===== src/rtl/hwag_capture_period.sv =====
// Multi-channel VR/hall input capture: sync, glitch filter, edge select
// and period timer with strobed result and sticky overflow.
module hwag_capture_period #(
  parameter int CH = 2,
  parameter int FW = 16,
  parameter int PW = 24
) (
  input  logic             clk,
  input  logic             rst,
  input  logic [CH-1:0]    ena,
  input  logic [2*CH-1:0]  mode,
  input  logic [CH*FW-1:0] flt_val,
  input  logic [CH-1:0]    ovf_clr,
  input  logic [CH-1:0]    d,
  output logic [CH-1:0]    filtered,
  output logic [CH-1:0]    edge_stb,
  output logic [CH*PW-1:0] period,
  output logic [CH-1:0]    period_vld,
  output logic [CH-1:0]    ovf
);

  typedef enum logic [1:0] {
    IDLE,
    ARM,
    RUN
  } state_t;

  localparam logic [PW-1:0] PC_ONE = PW'(1);

  for (genvar i = 0; i < CH; i++) begin : g_ch
    logic          s1;
    logic          s2;
    logic          flt;
    logic          flt_q;
    logic          stb;
    logic [FW-1:0] fc;
    logic [FW-1:0] thr;
    logic [1:0]    md;
    logic          en;
    logic          go;
    logic          rise;
    logic          fall;

    state_t        st;
    state_t        st_nx;
    logic [PW-1:0] pc;
    logic [PW-1:0] pc_nx;
    logic [PW-1:0] per;
    logic [PW-1:0] per_nx;
    logic          vld;
    logic          vld_nx;
    logic          of;
    logic          of_nx;

    assign thr  = flt_val[FW*i +: FW];
    assign md   = mode[2*i +: 2];
    assign en   = ena[i];
    assign go   = en & (|md);
    assign rise = flt & ~flt_q;
    assign fall = ~flt & flt_q;

    always_ff @(posedge clk) begin
      if (!rst) begin
        s1  <= 1'b0;
        s2  <= 1'b0;
        flt <= 1'b0;
        fc  <= '0;
      end else begin
        s1 <= d[i];
        s2 <= s1;
        if (!en) begin
          fc <= '0;
        end else if (s2 == flt) begin
          fc <= '0;
        end else if (fc == thr) begin
          flt <= s2;
          fc  <= '0;
        end else begin
          fc <= fc + FW'(1);
        end
      end
    end

    always_ff @(posedge clk) begin
      if (!rst) begin
        flt_q <= 1'b0;
        stb   <= 1'b0;
      end else begin
        flt_q <= flt;
        stb   <= en & ((rise & md[0]) | (fall & md[1]));
      end
    end

    always_ff @(posedge clk) begin
      if (!rst) begin
        st  <= IDLE;
        pc  <= '0;
        per <= '0;
        vld <= 1'b0;
        of  <= 1'b0;
      end else begin
        st  <= st_nx;
        pc  <= pc_nx;
        per <= per_nx;
        vld <= vld_nx;
        of  <= of_nx;
      end
    end

    // Overflow set is evaluated after the clear so a coincident set wins.
    always_comb begin
      st_nx  = st;
      pc_nx  = pc;
      per_nx = per;
      vld_nx = 1'b0;
      of_nx  = of;
      if (ovf_clr[i]) of_nx = 1'b0;
      if (!go) begin
        st_nx = IDLE;
        pc_nx = '0;
      end else begin
        case (st)
          IDLE: begin
            st_nx = ARM;
            pc_nx = '0;
          end
          ARM: begin
            if (stb) begin
              st_nx = RUN;
              pc_nx = PC_ONE;
            end else begin
              pc_nx = '0;
            end
          end
          RUN: begin
            if (stb) begin
              per_nx = pc;
              vld_nx = 1'b1;
              pc_nx  = PC_ONE;
            end else if (&pc) begin
              of_nx = 1'b1;
              st_nx = ARM;
              pc_nx = '0;
            end else begin
              pc_nx = pc + PC_ONE;
            end
          end
          default: begin
            st_nx = IDLE;
            pc_nx = '0;
          end
        endcase
      end
    end

    assign filtered[i]          = flt;
    assign edge_stb[i]          = stb;
    assign period[PW*i +: PW]   = per;
    assign period_vld[i]        = vld;
    assign ovf[i]               = of;
  end

endmodule


===== config.mk =====
export PLATFORM = sky130hd
export DESIGN_NAME = hwag_capture_period
export DESIGN_NICKNAME = d
export VERILOG_FILES = /design/src/rtl/hwag_capture_period.sv
export SDC_FILE = /design/constraint.sdc
export NUM_CORES = 1
export LEC_CHECK = 0
export ABC_CLOCK_PERIOD_IN_PS = 2000
export CORE_ASPECT_RATIO = 0.5
export CORE_MARGIN = 5
export CORE_UTILIZATION = 49
export DETAILED_ROUTE_END_ITERATION = 10
export HOLD_SLACK_MARGIN = 0.02
export PLACE_DENSITY = 0.89
export SETUP_SLACK_MARGIN = 0.2
export SYNTH_ARGS = -nofsm -noshare
export SYNTH_HDL_FRONTEND = slang
export SYNTH_SLANG_ARGS = --single-unit

===== constraint.sdc =====
create_clock -name clk -period 2 [get_ports clk]
set_input_delay 0.4 -clock clk [delete_from_list [all_inputs] [get_ports clk]]
set_output_delay 0.4 -clock clk [all_outputs]
set_load 0.005 [all_outputs]

==> results of run 1 <==
-- power breakdown --
part	switching [uW]	internal [uW]	total (uW)
clock	1310	1980	3290
combinational	77.0	127	204
sequential	5.20	2910	2910
-- layer usage --
layer	share of wire, %	wire length (um)	global-route usage, %
met1	41	6687	24.28
met2	52	8492	36.88
met3	4.4	728	3.905
met4	3.1	513	8.437
met5	0	0	0
-- registers in the layout, summed over array words and instances, names as in the netlist, 4 cells and up --
name	count
g_ch.fc	32
g_ch.pc	48
g_ch.per	48
g_ch.st	4
-- final timing paths --
kind,startpoint,end,slack (ps),depth (start not counted)
hold / removal,rst,g_ch[0].stb,370,3
setup / recovery,g_ch[1].pc[0],g_ch[1].st[0],150,6
setup reg to reg,g_ch[1].pc[0],g_ch[1].st[0],150,6
hold reg to reg,g_ch[0].s1,g_ch[0].s2,440,1
-- synth_stat cells (4+ instances only) --
| library cell | instances | area, um^2 |
|---|---|---|
| a21boi_0 | 50 | 375.4 |
| a21oi_1 | 8 | 40.04 |
| and2_1 | 10 | 62.56 |
| and3_1 | 13 | 81.33 |
| buf_2 | 6 | 30.03 |
| buf_4 | 8 | 60.06 |
| clkbuf_1 | 21 | 78.83 |
| dfxtp_1 | 146 | 2923 |
| ha_1 | 12 | 150.1 |
| inv_1 | 16 | 60.06 |
| nand2_1 | 128 | 480.5 |
| nand3_1 | 36 | 180.2 |
| nand4_1 | 26 | 162.7 |
| nor2_1 | 107 | 401.6 |
| nor2b_1 | 4 | 25.02 |
| nor3_1 | 11 | 55.05 |
| nor4_1 | 7 | 43.79 |
| o21ai_0 | 4 | 20.02 |
| or3_1 | 4 | 25.02 |
| xnor2_1 | 72 | 630.6 |
| xor2_1 | 34 | 297.8 |
-- metrics by stage --
stage / std cells / area [um^2]
after floorplan: 752 / 6454
after global placement: 1014 / 7784
after detailed placement: 1014 / 7784
after CTS: 1047 / 8441
after global routing: 1057 / 8618
final: 1057 / 8618
-- layout make-up --
cell class,count,area (um^2)
multi-input combinational,554,3393
inverter,16,60.06
sequential,146,2960
fill,918,4154
clock inverter,14,181.4
tap,170,212.7
timing repair buffer,140,1385
clock buffer,17,425.4
-- cell families after synthesis --
family                     synth area share, %
xor gates and xnor gates                 14.40
and+or+nand+nor                          26.39
DFF                                      45.32
AOI/OAI and AO/OA                        7.781
adders and majority gates                2.328
muxes                                   0.1552
buffers and inverters                    3.628
-- worst reg2reg max path: stages, from the launching register on --
cell,delay (ps)
dfxtp_2,360
ha_4,160
nand2_4,60
nor4_4,360
a31oi_2,160
or4_1,540
a21oi_1,140
-- timing repair --
item,4_1_cts,5_1_grt
pin swaps,5,12
setup endpoints to repair,48,107
resized for setup,12,31
setup buffers,2,10
==> out/metrics.yaml, run 1 <==
worst_setup_path:
  end_kind: "flip-flop"
  cp.arrival_ps: 2190
  crit_path_start_kind: "flip-flop"
  cp_slowest_cell: "or4_1"
  path_delay_family: "simple AND/OR/NAND/NOR gates"
  crit_type: "reg2reg"
  crit_chain: "ha_4, nand2_4, nor4_4, a31oi_2, or4_1, a21oi_1"
  max_stage_delay_ps: 540
  crit_fanout: 3
  required_ps: 2340
  worst-path-buf-inv: 0
cts:
  cts_made_buffers: 17
  ctsRootBufferMaster: "clkbuf_16"
  clk_latency_ps: 420
  clkTransAtPathRegs_ps: 60
  cts.path.max_buffers: 2
  htree_levels: 4
  cts_tree: "yes"
  cts.sinks: 146
  postCtsHoldBufs: 0
drt:
  vias: 5599
  wl_mm: 16.42
  wl_per_cell_um: 15.54
  drtAntennaViolNets: 0
  via_per_inst: 5.297
  firstDrtPassIters: 7
  drc_errors: 0
  drt_iter0_drc: 366
placement:
  place_ws_ps: -181.6
  hpwl_mm: 10.91
  portBuffers: 99
  gp_congestion: 0.8601
yosys:
  netlist_area_mm2: 0.006449
  synth_edf_count: 0
  synthFlopType: "dfxtp_1"
  synth_seq_cells: 146
  syn-num-nets: 808
  synthDistinctLibCells: 43
  ys_seq_area_share_pct: 45.32
  synthCells: 752
  synthArstFlopShare_pct: 0
  syn_area_per_cell_um2: 8.575
  yosysWarnings: 0
timing:
  worst_slack_ps: 146.5
  drv_slew: 0
  finalCriticalPeriod_ps: 1854
  fmax_ghz: 0.5395
  fin_worst_skew_ps: 10.70
  fin_setup_tns_ps: 0
  tightestPinTransition_ps: 609.0
  finalCritPeriodShare_pct: 92.68
  hold_violations: 0
  slew-limit-headroom_pct: 59.08
  setup_viol: 0
  whs_ps: 369.9
  rsz0062_at_grt: "yes"
layout:
  drive_gt1_share_pct: 13.42
  antenna_cells: 0
  syn2layout_area_growth_pct: 33.64
  mostFrequentLayoutCells: "nand2_1 (127), dfxtp_1 (126), nor2_1 (106)"
  nets: 931
  fin_util_pct: 67.48
  final_common_cell: "nand2_1"
global_route:
  grt_first_pass_wirelength_mm: 26.76
  antenna_found_initial: 0
  grt_pass1_vias: 5650
  grt_max_degree: 35
  overflow: 0
  grt_use_total_pct: 20.61
die:
  core_area_mm2: 0.01277
  rows: 29
  chipWidth_um: 172.2
  io_pins: 100
  die_h_um: 91.12
  initial_utilization_pct: 50.49
  die-area_mm2: 0.01569
power_and_ir_drop:
  ir_drop_uv: 547.0
  p_per_area_mw_per_mm2: 743.2
  leakagePower_uw: 0.002870
  finalPower_uw: 6405
flow_run:
  drv_cap: 0
hold_path:
  min_path_type: "in2reg"
status:
  status: "complete, no violations"
Note: power is estimated with default switching activity, not from simulation.
==> run 2, diff against run 1 <==
--- a/config.mk
+++ b/config.mk
@@ -5,7 +5,7 @@
 export SDC_FILE = /design/constraint.sdc
 export NUM_CORES = 1
 export LEC_CHECK = 0
-export ABC_CLOCK_PERIOD_IN_PS = 2000
+export ABC_AREA = 0
 export CORE_ASPECT_RATIO = 0.5
 export CORE_MARGIN = 5
 export CORE_UTILIZATION = 49
@@ -16,3 +16,4 @@
 export SYNTH_ARGS = -nofsm -noshare
 export SYNTH_HDL_FRONTEND = slang
 export SYNTH_SLANG_ARGS = --single-unit
+export TNS_END_PERCENT = 20
==> run 2 against run 1 <==
  * Sequential share of layout area up 0.12 points
  * Setup slack improved by 3.0 ps
  * Clock-buffer cell count unchanged
  * Via count hardly changed
  * First-iteration DRC count up 1.9%
  * Cell area decreased by 0.55%
  * Combinational power is essentially flat
  * Largest power group unchanged
  * Clock skew about the same
  * Sequential power about the same
  * Hold slack lost 0.92 ps
  * Sequential cell count stayed put
==> out/metrics.yaml, run 2 (synthesized netlist as in run 1, its figures left out) <==
layout:
  nFillCells: 932  # +1.5%
  final_common_cell: "dfxtp_1"
  multi_input_area_mm2: 0.003367  # -0.77%
  mostFrequentLayoutCells: "dfxtp_1 (131), nand2_1 (127), nor2_1 (106)"
  reg.largest.list: "g_ch.pc x48, g_ch.per x48, g_ch.fc x32"
  nets: 929  # -0.21%
  antenna_cells: 0  # unchanged
  register_area_mm2: 0.002954  # -0.21%
  syn2layout_area_growth_pct: 32.91
  drive_gt1_share_pct: 12.09  # -1.3 points
  fin_area_mm2: 0.008571  # -0.55%
timing:
  setup_viol: 0  # unchanged
  finalCriticalPeriod_ps: 1851  # -2.968 ps
  fmax_ghz: 0.5404  # +0.16%
  finalCritPeriodShare_pct: 92.53  # -0.15 points
  slew-limit-headroom_pct: 61.39  # +2.3 points
  whs_ps: 368.9  # -0.9240 ps
  hold_violations: 0  # unchanged
  tightestPinTransition_ps: 574.7  # -34.38 ps
  rsz0062_at_grt: "yes"
  fin_setup_tns_ps: 0  # unchanged
  fin_worst_skew_ps: 10.23  # -0.4741 ps
  drv_slew: 0  # unchanged
drt:
  m1WireLength_mm: 6.756  # +1.0%
  drc_errors: 0  # unchanged
  wl_mm: 16.30  # -0.76%
  wl_per_cell_um: 15.45  # -0.57%
  via_per_inst: 5.306  # +0.17%
  wl_met3_um: 678  # -6.9%
  vias: 5598  # -0.018%
  top_layer_used: "met4"
  wl_met2_mm: 8.476  # -0.19%
  firstDrtPassIters: 5  # -2
  drtAntennaViolNets: 0  # unchanged
  drt_iter0_drc: 373  # +1.9%
power_and_ir_drop:
  leakagePower_uw: 0.002858  # -0.43%
  p_per_area_mw_per_mm2: 747.3  # +0.55%
  finalPower_uw: 6405  # about the same
  ir_drop_uv: 550.7  # +0.69%
die:
  core_area_mm2: 0.01277  # unchanged
  rows: 29  # unchanged
  initial_utilization_pct: 50.49  # unchanged
  die_h_um: 91.12  # unchanged
  die-area_mm2: 0.01569  # unchanged
  chipWidth_um: 172.2  # unchanged
  io_pins: 100  # unchanged
cts:
  clkTransAtPathRegs_ps: 60  # about the same
  cts.path.max_buffers: 2  # unchanged
  ctsRootBufferMaster: "clkbuf_16"
  cts_tree: "yes"
  cts.sinks: 146  # unchanged
  htree_levels: 4  # unchanged
  clk_latency_ps: 420  # about the same
  cts_made_buffers: 17  # unchanged
worst_setup_path:
  max_stage_delay_ps: 550  # about the same
  cp_slowest_cell: "or4_1"
  path_delay_family: "simple AND/OR/NAND/NOR gates"
  end_kind: "flip-flop"
  crit_type: "reg2reg"
  crit_chain: "ha_4, nand2_4, nor4_4, a31oi_2, or4_1, a21oi_1"
  cp.arrival_ps: 2190  # about the same
  required_ps: 2340  # about the same
  crit_fanout: 3  # unchanged
  worst-path-buf-inv: 0  # unchanged
  crit_path_start_kind: "flip-flop"
global_route:
  grt_max_degree: 35  # unchanged
  grt_first_pass_wirelength_mm: 26.76  # unchanged
  grt_pass1_vias: 5650  # unchanged
  antenna_found_initial: 0  # unchanged
  overflow: 0  # unchanged
  grt_use_total_pct: 20.61  # unchanged
status:
  status: "complete, no violations"
placement:
  hpwl_mm: 10.91  # unchanged
  postPlaceCellArea_mm2: 0.007784  # unchanged
  portBuffers: 99  # unchanged
  gp_congestion: 0.8601  # unchanged
hold_path:
  min_path_type: "in2reg"
flow_run:
  drv_cap: 0  # unchanged
[run 2: worst reg2reg max path: cells and delay by family, from the launching register on]
| family | cells | cell delay (ps) |
|---|---|---|
| AND/OR/NAND/NOR | 3 | 970 |
| flip-flops | 1 | 360 |
| AO/OA/AOI/OAI | 2 | 300 |
| adder cells (fa/ha/maj) | 1 | 150 |
[run 2: routing by layer]
layer,up-vias,global-route usage [%]
li1,2734,-
met1,2639,24.28
met2,180,36.88
met3,45,3.905
met4,0,8.437
met5,-,0
[run 2: power by group]
part	switching, uW	internal (uW)
Clock	1310	1980
Combinational	76.8	127
Sequential	5.24	2910
[run 2: metrics by stage]
stage	worst slack (ps)	instances	utilization, %
after floorplan	136.7	752	-
after global placement	-138.2	1014	60.94
after detailed placement	-181.6	1014	60.94
after CTS	163.7	1047	66.09
after global routing	105.8	1055	67.10
final	149.5	1055	67.10
[run 2: worst paths after layout]
kind / to / slack (ps) / startpoint / cells after the start
setup / recovery: g_ch[1].st[0] / 150 / g_ch[1].pc[0] / 6
hold / removal: g_ch[0].stb / 370 / rst / 3
setup reg to reg: g_ch[1].st[0] / 150 / g_ch[1].pc[0] / 6
hold reg to reg: g_ch[0].s2 / 440 / g_ch[0].s1 / 1
[run 2: final cells by class]
cell class	count	share of cell area (%)
clock buffer	17	4.964
multi-input combinational	554	39.28
timing repair buffer	138	15.99
tap	170	2.482
clock inverter	14	2.117
sequential	146	34.47
inverter	16	0.7007
[run 2: repair_timing]
item / 4_1_cts / 5_1_grt
endpoints found under the setup margin: 48 / 107
hold buffers: 0 / 0
endpoints found under the hold margin: 0 / 0
cloned: 0 / 0
setup buffers: 2 / 8
gates resized for setup: 12 / 21
pin swaps: 5 / 11
